<file path="src/rtl/pa_fadd_round_single_pkg.sv">
// Shared binary32 constants, rounding-mode encodings and fflags layout for the FADD round stage.
package pa_fadd_round_single_pkg;

    localparam int unsigned MANT_W   = 24;
    localparam int unsigned EXP_IN_W = 10;
    localparam int unsigned EXP_ADJ_W = 11;
    localparam int unsigned FP32_W   = 32;
    localparam int unsigned FLAGS_W  = 5;

    localparam int unsigned EXP_MAX = 255;

    localparam logic [31:0] FP32_QNAN = 32'h7FC0_0000;
    localparam logic [31:0] FP32_MAXF = 32'h7F7F_FFFF;
    localparam logic [31:0] FP32_INF  = 32'h7F80_0000;

    localparam logic [2:0] RM_RNE = 3'd0;
    localparam logic [2:0] RM_RTZ = 3'd1;
    localparam logic [2:0] RM_RDN = 3'd2;
    localparam logic [2:0] RM_RUP = 3'd3;
    localparam logic [2:0] RM_RMM = 3'd4;

    localparam int unsigned FLAG_NX = 0;
    localparam int unsigned FLAG_UF = 1;
    localparam int unsigned FLAG_OF = 2;
    localparam int unsigned FLAG_DZ = 3;
    localparam int unsigned FLAG_NV = 4;

    typedef struct packed {
        logic [FLAGS_W-1:0] fflags;
        logic [FP32_W-1:0]  data;
    } rnd_res_t;

endpackage

</file>
<file path="src/rtl/pa_fadd_round_inc_single.sv">
// Rounding increment decision shared by the single- and double-precision round stages.
module pa_fadd_round_inc_single
    import pa_fadd_round_single_pkg::*;
(
    input  logic [2:0] rm,
    input  logic       sign,
    input  logic       lsb,
    input  logic       g,
    input  logic       r,
    input  logic       s,
    output logic       inc_c
);

    logic nx;

    // Select the increment for the active mode; reserved modes truncate.
    always_comb begin
        nx    = g | r | s;
        inc_c = 1'b0;
        case (rm)
            RM_RNE:  inc_c = g & (r | s | lsb);
            RM_RTZ:  inc_c = 1'b0;
            RM_RDN:  inc_c = sign & nx;
            RM_RUP:  inc_c = ~sign & nx;
            RM_RMM:  inc_c = g;
            default: inc_c = 1'b0;
        endcase
    end

endmodule

</file>
<file path="src/rtl/pa_fadd_round_single.sv">
// Binary32 round/pack stage with a single registered output slot and valid/stall/flush control.
module pa_fadd_round_single
    import pa_fadd_round_single_pkg::*;
(
    input  logic                cpuclk,
    input  logic                cpurst_b,
    input  logic                rnd_in_vld,
    output logic                rnd_in_rdy,
    input  logic                rnd_in_sign,
    input  logic [EXP_IN_W-1:0] rnd_in_exp,
    input  logic [MANT_W-1:0]   rnd_in_mant,
    input  logic                rnd_in_g,
    input  logic                rnd_in_r,
    input  logic                rnd_in_s,
    input  logic [2:0]          rnd_in_rm,
    input  logic                rnd_in_spec,
    input  logic [FP32_W-1:0]   rnd_in_spec_data,
    input  logic                rnd_in_spec_nv,
    input  logic                rnd_out_stall,
    input  logic                rnd_flush,
    output logic                rnd_out_vld,
    output logic [FP32_W-1:0]   rnd_out_data,
    output logic [FLAGS_W-1:0]  rnd_out_fflags
);

    logic                 inc_c;
    logic                 nx;
    logic                 is_zero;
    logic [MANT_W:0]      mant_rnd;
    logic [MANT_W-1:0]    mant_fin;
    logic [EXP_ADJ_W-1:0] exp_adj;
    logic                 ovf;
    logic [7:0]           exp_fld;
    logic [30:0]          ovf_mag;
    logic                 accept;
    rnd_res_t             res_c;

    pa_fadd_round_inc_single u_inc (
        .rm    (rnd_in_rm),
        .sign  (rnd_in_sign),
        .lsb   (rnd_in_mant[0]),
        .g     (rnd_in_g),
        .r     (rnd_in_r),
        .s     (rnd_in_s),
        .inc_c (inc_c)
    );

    assign rnd_in_rdy = ~rnd_out_vld | ~rnd_out_stall;
    assign accept     = rnd_in_vld & rnd_in_rdy;

    // Apply the increment, fold mantissa carry into the exponent, then pack with overflow/subnormal handling.
    always_comb begin
        res_c    = '0;
        nx       = rnd_in_g | rnd_in_r | rnd_in_s;
        is_zero  = (rnd_in_mant == '0) & ~nx;
        mant_rnd = {1'b0, rnd_in_mant} + (MANT_W+1)'(inc_c);
        mant_fin = mant_rnd[MANT_W-1:0];
        exp_adj  = EXP_ADJ_W'(rnd_in_exp);
        if (mant_rnd[MANT_W]) begin
            mant_fin = 24'h80_0000;
            exp_adj  = EXP_ADJ_W'(rnd_in_exp) + EXP_ADJ_W'(1);
        end
        ovf     = ~is_zero & (exp_adj >= EXP_ADJ_W'(EXP_MAX));
        exp_fld = mant_fin[MANT_W-1] ? exp_adj[7:0] : 8'd0;

        // Overflow saturates to Inf when rounding away from zero, otherwise to the largest finite value.
        ovf_mag = FP32_MAXF[30:0];
        case (rnd_in_rm)
            RM_RNE, RM_RMM: ovf_mag = FP32_INF[30:0];
            RM_RDN:         ovf_mag = rnd_in_sign ? FP32_INF[30:0] : FP32_MAXF[30:0];
            RM_RUP:         ovf_mag = rnd_in_sign ? FP32_MAXF[30:0] : FP32_INF[30:0];
            default:        ovf_mag = FP32_MAXF[30:0];
        endcase

        if (rnd_in_spec) begin
            res_c.data           = rnd_in_spec_data;
            res_c.fflags[FLAG_NV] = rnd_in_spec_nv;
        end else if (is_zero) begin
            res_c.data = {rnd_in_sign, 31'd0};
        end else if (ovf) begin
            res_c.data            = {rnd_in_sign, ovf_mag};
            res_c.fflags[FLAG_OF] = 1'b1;
            res_c.fflags[FLAG_NX] = 1'b1;
        end else begin
            res_c.data            = {rnd_in_sign, exp_fld, mant_fin[MANT_W-2:0]};
            res_c.fflags[FLAG_UF] = (exp_fld == 8'd0) & nx;
            res_c.fflags[FLAG_NX] = nx;
        end
    end

    // Output slot: flush kills, accept loads, stall holds, otherwise the slot drains.
    always_ff @(posedge cpuclk or negedge cpurst_b) begin
        if (!cpurst_b) begin
            rnd_out_vld    <= 1'b0;
            rnd_out_data   <= '0;
            rnd_out_fflags <= '0;
        end else if (rnd_flush) begin
            rnd_out_vld <= 1'b0;
        end else if (accept) begin
            rnd_out_vld    <= 1'b1;
            rnd_out_data   <= res_c.data;
            rnd_out_fflags <= res_c.fflags;
        end else if (!(rnd_out_stall && rnd_out_vld)) begin
            rnd_out_vld <= 1'b0;
        end
    end

endmodule

</file>
<file path="config.mk">
export PLATFORM = sky130hd
export DESIGN_NAME = pa_fadd_round_single
export DESIGN_NICKNAME = d
export VERILOG_FILES = /design/src/rtl/pa_fadd_round_single_pkg.sv /design/src/rtl/pa_fadd_round_inc_single.sv /design/src/rtl/pa_fadd_round_single.sv
export SDC_FILE = /design/constraint.sdc
export NUM_CORES = 1
export LEC_CHECK = 0
export CAP_MARGIN = 20
export CELL_PAD_IN_SITES_DETAIL_PLACEMENT = 0
export CELL_PAD_IN_SITES_GLOBAL_PLACEMENT = 1
export CORE_ASPECT_RATIO = 2
export CORE_UTILIZATION = 34
export DETAILED_ROUTE_END_ITERATION = 8
export GPL_TIMING_DRIVEN = 0
export MAX_ROUTING_LAYER = met4
export PLACE_DENSITY = 0.93
export SLEW_MARGIN = 30
export SYNTH_ARGS = -nofsm -noshare
export SYNTH_HDL_FRONTEND = slang
export SYNTH_HIERARCHICAL = 1
export SYNTH_SLANG_ARGS = --single-unit
</file>
<file path="constraint.sdc">
create_clock -name cpuclk -period 2.6 [get_ports cpuclk]
set_input_delay 0.52 -clock cpuclk [delete_from_list [all_inputs] [get_ports cpuclk]]
set_output_delay 0.52 -clock cpuclk [all_outputs]
set_load 0.05 [all_outputs]
</file>
Yosys cells after proc, flatten, opt, wreduce, memory -nomap -nowiden
Index checks and enable logic that the tools add are counted.

Register bits: 37. Bits of input ports: 80. Output and inout port bits: 39. Logic and storage cells: 52.

Add/sub/neg operators: 2. Order comparisons: 1. Eq/ne operators: 4. Mux-type cells: 18. Bitwise logic cells: 18. Reduce and logical (&&, ||, !) cells: 6.

Operators with widths (number): 24-bit 2-to-1 mux (3); 24-bit one-hot mux with 3 select lines (1); 32-bit 2-to-1 mux (2); 33-bit 2-to-1 mux (1); 24-bit by 1-bit adder with 25-bit output (1); 24-bit zero test (1); 10-bit by 1-bit adder with 11-bit output (second input constant) (1); 11-bit by 8-bit greater-or-equal comparator with 1-bit output (second input constant) (1); 11-bit 2-to-1 mux (1); 8-bit zero test (1); 8-bit 2-to-1 mux (1); 1-bit bitwise AND (7); 3-bit by 2-bit equality test with 1-bit output (second input constant) (2); 1-bit 2-to-1 mux (6); 3-bit 2-to-1 mux (2); 1-bit NOT (6); 1-bit OR (5); 1-bit one-hot mux with 4 select lines (1); 3-bit equality test (second input constant) (1); 3-bit zero test (1); 3-bit != test (second input constant) (1); 2-bit AND reduction (1); 2-bit OR reduction (1); 1-bit logical AND (1).

Logic depth before layout (Yosys ltp)
Gate-level depths: netlist (run 1).

Depth after elaboration: 12. Mapped depth: 14. Gate-level depth less buffers: 12.

Modules after synthesis
Netlist (run 1), hierarchy kept.

By module, submodules not included: pa_fadd_round_single (times used 1, cells an instance 349, area an instance 2874.0 µm², seq. area each 925.9 µm²); pa_fadd_round_inc_single (times used 1, cells an instance 6, area an instance 50.0 µm², seq. area each 0.0 µm²).

Worst setup path before layout (run 1)
No wires, ideal clock.

Path type: input port to flip-flop. From: input port rnd_in_g. To: register rnd_out_data[8]. Setup time: 0.087 ns. Arrival: 3.015 ns. Required time: 2.513 ns. Path slack: -0.502 ns. Stages: 13. Buffers on the path: 2. Path through: inv_1 > o41ai_2 > ha_1 > ha_1 > and3_1 > buf_2 > nand3_4 > nor4_1 > mux2i_1 > o211ai_4 > a21o_4 > buf_4 > a22oi_1.

Cells in the longest elaborated chain, start to end: 11. Elaborated cells between the ends (all ways): 17. Classes of those cells: 1 x add/sub; 1 x order compare; 6 x mux; 9 x bitwise.

Ends and longest elaborated chain: start: declaration (line pa_fadd_round_single.sv:12) `input logic rnd_in_g,`; 1-bit OR (2 in series) (line pa_fadd_round_inc_single.sv:18) `nx = g | r | s;`; 1-bit bitwise AND (on tied branches) (line pa_fadd_round_inc_single.sv:24, pa_fadd_round_inc_single.sv:23); 1-bit one-hot mux with 4 select lines * (line pa_fadd_round_inc_single.sv:20) `case (rm)`; via inc_c (line pa_fadd_round_single.sv:26) `logic inc_c;`; 24-bit by 1-bit adder with 25-bit output * (line pa_fadd_round_single.sv:56) `mant_rnd = {1'b0, rnd_in_mant} + (MANT_W+1)'(inc_c);`; 11-bit 2-to-1 mux (line pa_fadd_round_single.sv:59) `if (mant_rnd[MANT_W]) begin`; 11-bit by 8-bit greater-or-equal comparator with 1-bit output (line pa_fadd_round_single.sv:63) `ovf = ~is_zero & (exp_adj >= EXP_ADJ_W'(EXP_MAX));`; 1-bit bitwise AND (line pa_fadd_round_single.sv:63); 33-bit 2-to-1 mux * (line pa_fadd_round_single.sv:80) `end else if (ovf) begin`; 32-bit 2-to-1 mux * (line pa_fadd_round_single.sv:78) `end else if (is_zero) begin`; 32-bit 2-to-1 mux * (line pa_fadd_round_single.sv:75) `if (rnd_in_spec) begin`; end signal: assignment (line pa_fadd_round_single.sv:101) `rnd_out_data <= res_c.data;`; end: declaration (line pa_fadd_round_single.sv:22) `output logic [FP32_W-1:0] rnd_out_data,`.

The timed path passes the listed nets; every way through them passes the cells marked *. A chain may end at the register's enable or synchronous reset.

Final worst setup path (run 1)
From: input port rnd_in_rm[0]. To: register rnd_out_data[8].

Cells in the longest elaborated chain, start to end: 9. Elaborated cells between the ends (all ways): 15. Classes of those cells: 1 x add/sub; 1 x order compare; 3 x eq/ne; 7 x mux; 1 x bitwise; 2 x reduce/logical.

Ends and longest elaborated chain: start: declaration (line pa_fadd_round_single.sv:15) `input logic [2:0] rnd_in_rm,`; 3-bit equality test, or another cell as far along (line pa_fadd_round_inc_single.sv:20); 1-bit one-hot mux with 4 select lines * (line pa_fadd_round_inc_single.sv:20); via inc_c (line pa_fadd_round_single.sv:26); 24-bit by 1-bit adder with 25-bit output * (line pa_fadd_round_single.sv:56); 11-bit 2-to-1 mux (line pa_fadd_round_single.sv:59); 11-bit by 8-bit greater-or-equal comparator with 1-bit output (line pa_fadd_round_single.sv:63); 1-bit bitwise AND (line pa_fadd_round_single.sv:63); 33-bit 2-to-1 mux * (line pa_fadd_round_single.sv:80); 32-bit 2-to-1 mux * (line pa_fadd_round_single.sv:78); 32-bit 2-to-1 mux * (line pa_fadd_round_single.sv:75).

Marks and branches as above.

==> out/metrics.sh, run 1 <==
OUTCOME='complete, but fails checks'
VIOLATIONS='setup timing'
YS_TOP_CELLS_BY_AREA='sky130_fd_sc_hd__dfrtp_1, sky130_fd_sc_hd__a21oi_1, sky130_fd_sc_hd__xnor2_1'
YS_SEQ_ELEMENTS=37
IRDROPWORSTVDD_uV=295
WORSTSETUPSTARTPOINTTYPE='primary input'
POST-ROUTE-MIN-PERIOD_PS=2930
SETUP_VIOL=34
YOSYSWARNINGCOUNT=6
YS_ASYNC_SR_FRACTION_PCT=100
R2R_SETUP_SLACK_PS=440
SWSHARE_PCT=38.7
CTS.HOLD.BUFFERS_ADDED=0
CTS-BUFFERS-INSERTED=5
SHARE_CLK_OF_TOTAL_POWER_PCT=24.6
P_PER_AREA_mW_PER_MM2=484
CRIT_FANOUT=5
INITIALDRTVIOLATIONCOUNT=196
FINAL_CORE_UTIL_PCT=61.1
DIE-AREA_MM2=0.00900
RSZ0062_AT_GRT='true'
MAX_CAP_VIOL_COUNT=0
ANTENNA_LEFT=0
POSTSYNTHAREAPERCELL_UM2=8.24
TIMING_WORST_SETUP_PATH_TYPE='primary input to register'
FF_LATCH_AREA_UM2=926
AREA_DELTA_SYNTH_FINAL_PCT=73.3
WORSTHOLDPATHTYPE='primary input to async pin'
SYN-CELL-AREA_MM2=0.00292
POWER.SHARE.SEQUENTIAL_PCT=29.5
CELL_INT_POWER_mW=1.50
YOSYSTOPAREACELL='sky130_fd_sc_hd__dfrtp_1'
NUM-FILL-CELLS=715
OVERFLOW=0
LAYOUT_SETUP_WS_PS=-329
WORST_SLEW_PIN_SLEW_PS=561
BUFFER_CELL_DRIVING_THE_CLOCK_TREE_ROOT='sky130_fd_sc_hd__clkbuf_16'
FLOORPLAN.CORE_AREA_MM2=0.00829
HTREE_NUM_LEVELS=2
MULTI_INPUT_AREA_MM2=0.00232
YS_SEQ_AREA_SHARE_PCT=31.7
ANTENNADIODECOUNT=0
VIASPERCELL=5.75
SLEW_HEADROOM_PCT=62.5
DRC_ERRORS=0
DOMINANTREGCELLSYNTH='sky130_fd_sc_hd__dfrtp_1'
SYNTH.LIB_CELLS_USED.DISTINCT=59
GRT_PASS1_VIAS=3533
CTS.REPORTEDPATHS.CLKPINSLEW_PS=50
GLOBAL_ROUTE_WIRE_LENGTH_BEFORE_REPAIR_UM=17600
DESIGN_AREA_MM2=0.00507
CPMAXSTAGEDELAYCELL='sky130_fd_sc_hd__mux2i_2'
R2R.WORST_PATH.CELLS=7
WORSTPATHARRIVAL_PS=3120
SYNTH_FP_NETS=438
DIE_EXTENT_IN_X_UM=67.6
TRACK_USAGE_PCT=27.1
NUM_ROWS=47
WORSTPATHCELLLIST='buf_12 > xor2_4 > o311ai_4 > o41ai_4 > ha_2 > ha_4 > and3_4 > nand3_4 > nor3_4 > mux2i_2 > o211ai_4 > a21o_4 > buf_8 > a22oi_2'
LAYOUT_WORST_PATH_CYCLE_SHARE_PCT=113
FINALHOLDVIOLATIONS=0
INITIAL_UTILIZATION_PCT=35.3
CP_SLOWEST_STAGE_DELAY_PS=300
POWER.LEAKAGE_nW=1.96
CRITPATHCAPTURETYPE='register'
PIN_COUNT_OF_THE_BIGGEST_NET_ENTERING_GLOBAL_ROUTING=27
NETSWITCHINGPOWER_uW=949
WORST_CLOCK_SKEW_ON_THE_FINAL_LAYOUT_PS=1.59
POSTSYNTHCELLCOUNT=355
GP_ROUTABILITY_CONGESTION=0.906
CLOCK_LATENCY_ON_THE_WORST_SKEW_PAIR_PS=280
REQUIRED_PS=2800
PIN_COUNT=119
HOLD_SLACK_PS=122
LAYOUT.NETS=584
DIEHEIGHT_UM=133
SLEW_VIOL_FINAL=0
SYNTH_ENABLE_FLOP_CELLS=0
FINAL_LAYOUT_SIZE_SUFFIX_GT1_SHARE_PCT=25.3
FMAX_MHz=341
ROUTE.VIAS.TOTAL=3445
POST_DETAILED_ROUTING_WIRE_LENGTH_UM=11400
PLACED_CELL_AREA_MM2=0.00427
COMB_POWER_SHARE_PCT=46.0
MEAN_ROUTED_WIRELENGTH_PER_CELL_UM=19.1
CTS_TREE='yes'
PORT_BUFFERS=114
CLK_PATH_BUF_DEPTH=2
DP_HPWL_UM=8600
CTS.SINKS=37
DRT_FIRST_PASS_ITERS=4
SYNTH_TOP_AREA_SHARE_PCT=31.7
NUMBER_OF_ANTENNA_VIOLATIONS_AT_THE_FIRST_CHECK_IN_GLOBAL_ROUTING=0
[final timing paths]
path	start	to
worst min register to register	rnd_out_fflags[4]	rnd_out_fflags[4]
worst max register to register	rnd_out_vld	rnd_out_data[21]
worst max-delay path	rnd_in_rm[0]	rnd_out_data[8]
min in group cpuclk	rnd_out_fflags[4]	rnd_out_fflags[4]
worst min-delay path	cpurst_b	rnd_out_vld
max in group asynchronous	cpurst_b	rnd_out_data[24]
[logic make-up after synthesis]
logic type      Yosys count  share of synthesized area (%)
xor+xnor                 29                           8.94
simple gates            135                           25.8
other cells               1                          0.128
flops                    37                           31.7
fa+ha+maj                 3                           1.28
compound gates          116                           25.5
buf+inv                  29                           4.83
mux                       5                           1.75
[cells in the final DEF (no fill, tap or decap), types with 4 or more instances in the layout]
cell type / instances
sky130_fd_sc_hd__a22oi_2: 10
sky130_fd_sc_hd__o22ai_2: 13
sky130_fd_sc_hd__xor2_1: 7
sky130_fd_sc_hd__nand2_1: 25
sky130_fd_sc_hd__buf_2: 8
sky130_fd_sc_hd__dfrtp_1: 37
sky130_fd_sc_hd__clkdlybuf4s50_1: 102
sky130_fd_sc_hd__a21oi_2: 9
sky130_fd_sc_hd__xnor2_1: 20
sky130_fd_sc_hd__o21ai_0: 5
sky130_fd_sc_hd__clkbuf_16: 5
sky130_fd_sc_hd__and2_1: 5
sky130_fd_sc_hd__a21oi_1: 33
sky130_fd_sc_hd__a21oi_4: 6
sky130_fd_sc_hd__o22ai_1: 8
sky130_fd_sc_hd__nand3_1: 15
sky130_fd_sc_hd__buf_6: 8
sky130_fd_sc_hd__nor4_1: 8
sky130_fd_sc_hd__and3_1: 14
sky130_fd_sc_hd__buf_4: 22
sky130_fd_sc_hd__and4_1: 4
sky130_fd_sc_hd__clkbuf_1: 16
sky130_fd_sc_hd__nor2_1: 29
sky130_fd_sc_hd__nand4_1: 8
sky130_fd_sc_hd__a21boi_0: 6
[metal layers]
| metal | track usage [%] | vias to the layer above | share of wire [%] |
|---|---|---|---|
| met1 | 26.8 | 1649 | 35 |
| met4 | 14.9 | 0 | 4.6 |
| met2 | 48.9 | 129 | 58 |
| li1 | - | 1629 | - |
| met5 | - | - | 0 |
| met3 | 2.40 | 38 | 3.2 |
[critical path: cells and delay by family]
family | cells | cell delay [ps]
mux | 1 | 300
simple gates | 3 | 620
compound gates | 5 | 840
fa+ha+maj | 2 | 380
xor+xnor | 1 | 180
buf+inv | 2 | 270
[state kept, by name (all words and copies together), names as in the netlist]
name,flops
rnd_out_data,32
rnd_out_fflags,4
rnd_out_vld,1
[power groups by stage]
stage / sequential [mW] / clock (mW) / combinational (mW)
2_1_floorplan: 1.06 / 0 / 0.244
3_3_place_gp: 0.727 / 0 / 0.997
3_5_place_dp: 0.732 / 0 / 1.01
4_1_cts: 0.722 / 0.604 / 1.10
5_1_grt: 0.731 / 0.630 / 1.18
6_report: 0.723 / 0.602 / 1.13
[repair_timing]
item,4_1_cts,5_1_grt
buffers inserted,20,5
gates resized for setup,109,26
setup endpoints to repair,34,34
pin swaps,23,23
gates cloned,4,0
[Yosys cell counts, types with 2 or more instances]
master,count
sky130_fd_sc_hd__a21boi_0,6
sky130_fd_sc_hd__a21oi_1,48
sky130_fd_sc_hd__a22oi_1,13
sky130_fd_sc_hd__a31oi_1,3
sky130_fd_sc_hd__a32o_1,2
sky130_fd_sc_hd__and2_1,5
sky130_fd_sc_hd__and3_1,15
sky130_fd_sc_hd__and4_1,4
sky130_fd_sc_hd__and4_4,2
sky130_fd_sc_hd__buf_2,5
sky130_fd_sc_hd__buf_4,3
sky130_fd_sc_hd__buf_6,2
sky130_fd_sc_hd__clkbuf_1,18
sky130_fd_sc_hd__dfrtp_1,37
sky130_fd_sc_hd__ha_1,3
sky130_fd_sc_hd__mux2i_1,4
sky130_fd_sc_hd__nand2_1,26
sky130_fd_sc_hd__nand3_1,15
sky130_fd_sc_hd__nand3_4,2
sky130_fd_sc_hd__nand4_1,8
sky130_fd_sc_hd__nor2_1,30
sky130_fd_sc_hd__nor3_1,3
sky130_fd_sc_hd__nor3_2,2
sky130_fd_sc_hd__nor4_1,10
sky130_fd_sc_hd__o21a_1,2
sky130_fd_sc_hd__o21ai_0,6
sky130_fd_sc_hd__o22ai_1,22
sky130_fd_sc_hd__or3_1,2
sky130_fd_sc_hd__xnor2_1,20
sky130_fd_sc_hd__xor2_1,8
[area by class of cell]
class	count	share of cell area, %
Inverter	1	0.0741
Multi-Input combinational cell	289	45.8
Buffer	25	2.79
Tap cell	98	2.42
Timing Repair Buffer	142	27.9
Sequential cell	37	18.3
Clock buffer	7	2.81
[through the flow]
stage	std cells	TNS (ps)	setup WS (ps)	power, mW
floorplan	355	-7470	-364	1.31
global placement	567	-41550	-1330	1.72
detailed placement	568	-44260	-1450	1.74
CTS	598	-11150	-411	2.43
global route	599	-11940	-412	2.54
finish	599	-8380	-329	2.45
(Power assumes the default switching activity.)
==> inputs of run 2 (changes only) <==
--- a/config.mk
+++ b/config.mk
@@ -14,7 +14,6 @@
 export GPL_TIMING_DRIVEN = 0
 export MAX_ROUTING_LAYER = met4
 export PLACE_DENSITY = 0.93
-export SLEW_MARGIN = 30
 export SYNTH_ARGS = -nofsm -noshare
 export SYNTH_HDL_FRONTEND = slang
 export SYNTH_HIERARCHICAL = 1
==> run 2 against run 1 <==
Effect of this change:
- the run still ends with setup timing left
- sequential power hardly changed
- cell count decreased by 1.2%
- core utilization is 1.6 points lower
- cell area fell by 2.7%
- sequential cell count did not move
- critical path depth down 3
- sequential share of layout area grew 0.51 points
- largest cell class unchanged
- largest power group unchanged
==> out/metrics.sh, run 2 (same netlist as run 1, synthesis figures left out) <==
REQUIRED_PS=2750
MOSTFREQUENTLAYOUTCELLS='sky130_fd_sc_hd__clkdlybuf4s50_1, sky130_fd_sc_hd__dfrtp_1, sky130_fd_sc_hd__a21oi_1'
SLEW_HEADROOM_PCT=41.2
PORT_BUFFERS=114
ANTENNADIODECOUNT=0
WORSTHOLDPATHTYPE='primary input to async pin'
CTS.HOLD.BUFFERS_ADDED=0
FINAL_LAYOUT_SIZE_SUFFIX_GT1_SHARE_PCT=21.7
HTREE_NUM_LEVELS=2
WORST_R2R_ENDPOINT='rnd_out_data[20]'
MOSTFREQUENTLAYOUTCELL='sky130_fd_sc_hd__clkdlybuf4s50_1'
MEAN_ROUTED_WIRELENGTH_PER_CELL_UM=18.8
CRITPATHTOPFAMILY='buffers and inverters'
OUTCOME='complete, but fails checks'
WORST_CLOCK_SKEW_ON_THE_FINAL_LAYOUT_PS=1.35
CTS.REPORTEDPATHS.CLKPINSLEW_PS=50
WORSTPATHARRIVAL_PS=3040
CRIT_FANOUT=8
WORST_SLEW_PIN_SLEW_PS=883
START_OF_THE_WORST_REGISTER_TO_REGISTER_PATH='rnd_out_vld'
GP_ROUTABILITY_CONGESTION=0.906
CTS_TREE='yes'
CPMAXSTAGEDELAYCELL='sky130_fd_sc_hd__clkdlybuf4s15_1'
POST_DETAILED_ROUTING_WIRE_LENGTH_UM=11100
CTS.SINKS=37
FINALHOLDVIOLATIONS=0
LARGESTREGISTERS='rnd_out_data (32), rnd_out_fflags (4), rnd_out_vld (1)'
R2R_SETUP_SLACK_PS=440
TRACK_USAGE_PCT=26.1
SETUP_VIOL=34
CP_SLOWEST_STAGE_DELAY_PS=420
RSZ0062_AT_GRT='true'
DP_CELLS=567
PIN_COUNT=119
FLOORPLAN.CORE_AREA_MM2=0.00829
LARGEST_REG_FLOPS=32
CLOCK_LATENCY_ON_THE_WORST_SKEW_PAIR_PS=280
OVERFLOW=0
DP_HPWL_UM=8540
LAYOUT_SETUP_WS_PS=-289
NUM-FILL-CELLS=745
DIE_EXTENT_IN_X_UM=67.6
CRIT_BUF_INV=3
POST-ROUTE-MIN-PERIOD_PS=2890
PLACEMENT.SETUP.WORST_SLACK_PS=-1430
CP_NUM_CELLS=11
GRT_PASS1_VIAS=3572
WORST_SETUP_PATH_ENDPOINT='rnd_out_data[28]'
CRITPATHCAPTURETYPE='register'
LAYOUT.NETS=577
FMAX_MHz=346
BUFFER_CELL_DRIVING_THE_CLOCK_TREE_ROOT='sky130_fd_sc_hd__clkbuf_16'
CTS-BUFFERS-INSERTED=5
PIN_COUNT_OF_THE_BIGGEST_NET_ENTERING_GLOBAL_ROUTING=38
WORSTSETUPSTARTPOINTTYPE='primary input'
VIASPERCELL=5.81
SLEW_VIOL_FINAL=0
WORSTPATHCELLLIST='clkdlybuf4s15_1 > ha_4 > and3_1 > buf_2 > nand2_1 > nor4_4 > mux2i_2 > o211ai_4 > buf_6 > a311oi_4 > o22ai_1'
R2R.WORST_PATH.CELLS=7
P_TOTAL_mW=2.42
POWER.LEAKAGE_nW=1.93
P_PER_AREA_mW_PER_MM2=491
FINAL-INSTANCE-COUNT-EXCL-FILL=592
INITIAL_UTILIZATION_PCT=35.3
ANTENNA_LEFT=0
IRDROPWORSTVDD_uV=225
INITIALDRTVIOLATIONCOUNT=178
CP-STARTPOINT='rnd_in_exp[0]'
VIOLATIONS='setup timing'
CLK_PATH_BUF_DEPTH=2
DRT_FIRST_PASS_ITERS=4
DIE-AREA_MM2=0.00900
DIEHEIGHT_UM=133
AREA_DELTA_SYNTH_FINAL_PCT=68.6
TIMING_WORST_SETUP_PATH_TYPE='primary input to register'
NUMBER_OF_ANTENNA_VIOLATIONS_AT_THE_FIRST_CHECK_IN_GLOBAL_ROUTING=0
DRC_ERRORS=0
GLOBAL_ROUTE_WIRE_LENGTH_BEFORE_REPAIR_UM=17100
SETUP_TNS_PS=-6990
MAX_CAP_VIOL_COUNT=0
NUM_ROWS=47
LAYOUT_WORST_PATH_CYCLE_SHARE_PCT=111
MAX_FLOP_REGISTER='rnd_out_data'
ROUTE.VIAS.TOTAL=3440
==> run 2: changes by cell type in the layout (fill, tap and decap cells not counted), sizes merged <==
cell,delta
buf,-8
clkbuf,+1
clkdlybuf4s50,-2
dlymetal6s2s,+2
==> run 2: cell type report <==
cell class | count | area, um^2 | area share [%]
multi-input combinational | 289 | 2220 | 45.0
timing repair buffer | 134 | 1360 | 27.6
sequential | 37 | 926 | 18.8
buffer | 26 | 154 | 3.12
clock buffer | 7 | 143 | 2.89
tap | 98 | 123 | 2.49
inverter | 1 | 3.75 | 0.0761
==> run 2: metrics by stage <==
step / area, um^2 / utilization, % / hold WS [ps]
6_report: 4930 / 59.5 / 347
5_1_grt: 4930 / 59.5 / 419
4_1_cts: 4800 / 57.9 / 374
3_5_place_dp: 4250 / 51.2 / 468
3_3_place_gp: 4250 / 51.3 / 464
2_1_floorplan: 2990 / - / 224
==> run 2: how the worst min path moves through the flow <==
stage / from / endpoint / cells after the start
after global placement: rnd_out_fflags[4] / rnd_out_fflags[4] / 2
after global routing: cpurst_b / rnd_out_data[8] / 1
after CTS: cpurst_b / rnd_out_vld / 1
after detailed placement: rnd_out_fflags[4] / rnd_out_fflags[4] / 2
final: cpurst_b / rnd_out_data[8] / 1
after floorplan: cpurst_b / rnd_out_data[0] / 0
==> run 2: routing by layer <==
metal	wire [um]	GRT usage, %	vias to the layer above
met2	6260	46.5	128
met5	0	-	-
li1	-	-	1607
met1	3800	25.4	1662
met3	431	2.57	43
met4	621	16.4	0
==> run 2: repair_timing <==
item	CTS	global route
hold endpoints to repair	0	0
cloned	3	1
setup endpoints to repair	34	34
gates resized for setup	100	14
setup buffers	12	5
pin swaps	21	7
==> run 2: where the power goes <==
part	internal, mW	total, mW	switching [mW]
Sequential	0.670	0.722	0.0513
Clock	0.376	0.595	0.219
Combinational	0.446	1.10	0.657
Total	1.49	2.42	0.928
==> inputs of run 3 (changes only) <==
--- a/config.mk
+++ b/config.mk
@@ -10,6 +10,7 @@
 export CELL_PAD_IN_SITES_GLOBAL_PLACEMENT = 1
 export CORE_ASPECT_RATIO = 2
 export CORE_UTILIZATION = 34
+export CTS_BUF_LIST = sky130_fd_sc_hd__clkbuf_8
 export DETAILED_ROUTE_END_ITERATION = 8
 export GPL_TIMING_DRIVEN = 0
 export MAX_ROUTING_LAYER = met4
==> run 3 against run 2 <==
Effect of this change:
- the flow still finishes with violations (setup timing)
- clock skew increased by 1.8 ps
- die area stayed put
- wire length increased by 0.66%
- cell count is 0.17% higher
- clock-buffer cell count shrank 1
- critical endpoint unchanged
- largest power group unchanged
- highest routed layer unchanged
==> out/metrics.sh, run 3 (same netlist as run 1, synthesis figures left out) <==
SLEW_HEADROOM_PCT=42.9
P_PER_AREA_mW_PER_MM2=458
LARGESTREGISTERS='rnd_out_data (32), rnd_out_fflags (4), rnd_out_vld (1)'
FMAX_MHz=345
DP_HPWL_UM=8540
FINALHOLDVIOLATIONS=0
ROUTE.VIAS.TOTAL=3421
AREA_DELTA_SYNTH_FINAL_PCT=67.3
CRITPATHCAPTURETYPE='register'
REQUIRED_PS=2770
OUTCOME='complete, but fails checks'
PIN_COUNT=119
INITIALDRTVIOLATIONCOUNT=190
DRC_ERRORS=0
NUM_ROWS=47
CTS.SINKS=37
CRIT_FANOUT=6
CLOCK_LATENCY_ON_THE_WORST_SKEW_PAIR_PS=300
PLACEMENT.SETUP.WORST_SLACK_PS=-1430
LAYOUT_SETUP_WS_PS=-300
PORT_BUFFERS=114
ANTENNADIODECOUNT=0
VIOLATIONS='setup timing'
FINAL-INSTANCE-COUNT-EXCL-FILL=593
WORST_SLEW_PIN_SLEW_PS=857
POWER.LEAKAGE_nW=1.91
MOSTFREQUENTLAYOUTCELL='sky130_fd_sc_hd__clkdlybuf4s50_1'
TIMING_WORST_SETUP_PATH_TYPE='primary input to register'
DRT_FIRST_PASS_ITERS=4
POST_DETAILED_ROUTING_WIRE_LENGTH_UM=11200
OVERFLOW=0
DIEHEIGHT_UM=133
MOSTFREQUENTLAYOUTCELLS='sky130_fd_sc_hd__clkdlybuf4s50_1, sky130_fd_sc_hd__dfrtp_1, sky130_fd_sc_hd__a21oi_1'
VIASPERCELL=5.77
NUMBER_OF_ANTENNA_VIOLATIONS_AT_THE_FIRST_CHECK_IN_GLOBAL_ROUTING=0
IRDROPWORSTVDD_uV=193
INITIAL_UTILIZATION_PCT=35.3
CTS_TREE='yes'
SETUP_TNS_PS=-6980
MEAN_ROUTED_WIRELENGTH_PER_CELL_UM=18.9
POST-ROUTE-MIN-PERIOD_PS=2900
GLOBAL_ROUTE_WIRE_LENGTH_BEFORE_REPAIR_UM=17300
WORSTSETUPSTARTPOINTTYPE='primary input'
ANTENNA_LEFT=0
DP_CELLS=567
CLK_PATH_BUF_DEPTH=2
HTREE_NUM_LEVELS=2
CTS.REPORTEDPATHS.CLKPINSLEW_PS=70
BUFFER_CELL_DRIVING_THE_CLOCK_TREE_ROOT='sky130_fd_sc_hd__clkbuf_8'
FINAL_LAYOUT_SIZE_SUFFIX_GT1_SHARE_PCT=22.6
CTS-BUFFERS-INSERTED=5
MAX_CAP_VIOL_COUNT=0
LAYOUT.NETS=578
LARGEST_REG_FLOPS=32
P_TOTAL_mW=2.24
GP_ROUTABILITY_CONGESTION=0.906
RSZ0062_AT_GRT='true'
WORST_CLOCK_SKEW_ON_THE_FINAL_LAYOUT_PS=3.17
PIN_COUNT_OF_THE_BIGGEST_NET_ENTERING_GLOBAL_ROUTING=38
SETUP_VIOL=34
SLEW_VIOL_FINAL=0
DIE_EXTENT_IN_X_UM=67.6
FLOORPLAN.CORE_AREA_MM2=0.00829
TRACK_USAGE_PCT=26.5
MAX_FLOP_REGISTER='rnd_out_data'
WORSTHOLDPATHTYPE='primary input to async pin'
DIE-AREA_MM2=0.00900
GRT_PASS1_VIAS=3584
LAYOUT_WORST_PATH_CYCLE_SHARE_PCT=112
WORSTPATHARRIVAL_PS=3070
HOLD_SLACK_PS=329
## run 3: changes by cell type in the layout (fill, tap and decap cells not counted), sizes merged
cell	previous run	this run
inv	1	2
buf	37	39
clkbuf	25	23
## run 3: layer usage
metal | GRT usage (%) | vias to the layer above | wire (um)
met1 | 25.9 | 1663 | 3940
met4 | 15.2 | 0 | 483
li1 | - | 1615 | -
met3 | 2.40 | 34 | 359
met2 | 48.0 | 109 | 6400
met5 | - | - | 0
## run 3: layout make-up
cell class	instances	area [um^2]
timing repair buffer	135	1360
fill	754	3400
inverter	1	3.75
clock buffer	6	82.6
tap	98	123
clock inverter	1	3.75
sequential	37	926
buffer	26	151
multi-input combinational	289	2240
## run 3: per-stage QoR
step	util, %	instance area, um^2
after CTS	57.7	4790
after detailed placement	51.2	4250
after global placement	51.3	4250
after global routing	59.0	4890
final	59.0	4890
after floorplan	-	2990
## run 3: worst paths after layout
| kind | from | cells after the start | end | slack [ps] |
|---|---|---|---|---|
| worst min register to register | rnd_out_fflags[4] | 2 | rnd_out_fflags[4] | 480 |
| min in group cpuclk | rnd_out_fflags[4] | 2 | rnd_out_fflags[4] | 480 |
| worst max register to register | rnd_out_vld | 7 | rnd_out_data[10] | 440 |
| worst max-delay path | rnd_in_mant[16] | 9 | rnd_out_data[28] | -300 |
| max in group asynchronous | cpurst_b | 1 | rnd_out_data[20] | 1730 |
| worst min-delay path | cpurst_b | 1 | rnd_out_vld | 330 |
## run 3: repair_timing
action | CTS | global route
gates resized for setup | 106 | 15
setup endpoints to repair | 34 | 34
hold buffers | 0 | 0
pin swaps | 22 | 7
setup buffers | 13 | 5
gates cloned | 4 | 0
## run 3: critical path, stage by stage
cell,delay (ps)
sky130_fd_sc_hd__clkdlybuf4s50_1,610
sky130_fd_sc_hd__and4_4,320
sky130_fd_sc_hd__nand4_4,190
sky130_fd_sc_hd__nor4_4,280
sky130_fd_sc_hd__mux2i_2,350
sky130_fd_sc_hd__o211ai_4,190
sky130_fd_sc_hd__buf_6,180
sky130_fd_sc_hd__a311oi_4,290
sky130_fd_sc_hd__o22ai_1,140
## run 3: power by group
part	switching, mW	internal [mW]	total (mW)	leakage [nW]
Combinational	0.661	0.449	1.11	1.43
Clock	0.204	0.206	0.410	0.0485
Sequential	0.0517	0.669	0.721	0.434
Total	0.916	1.32	2.24	1.91
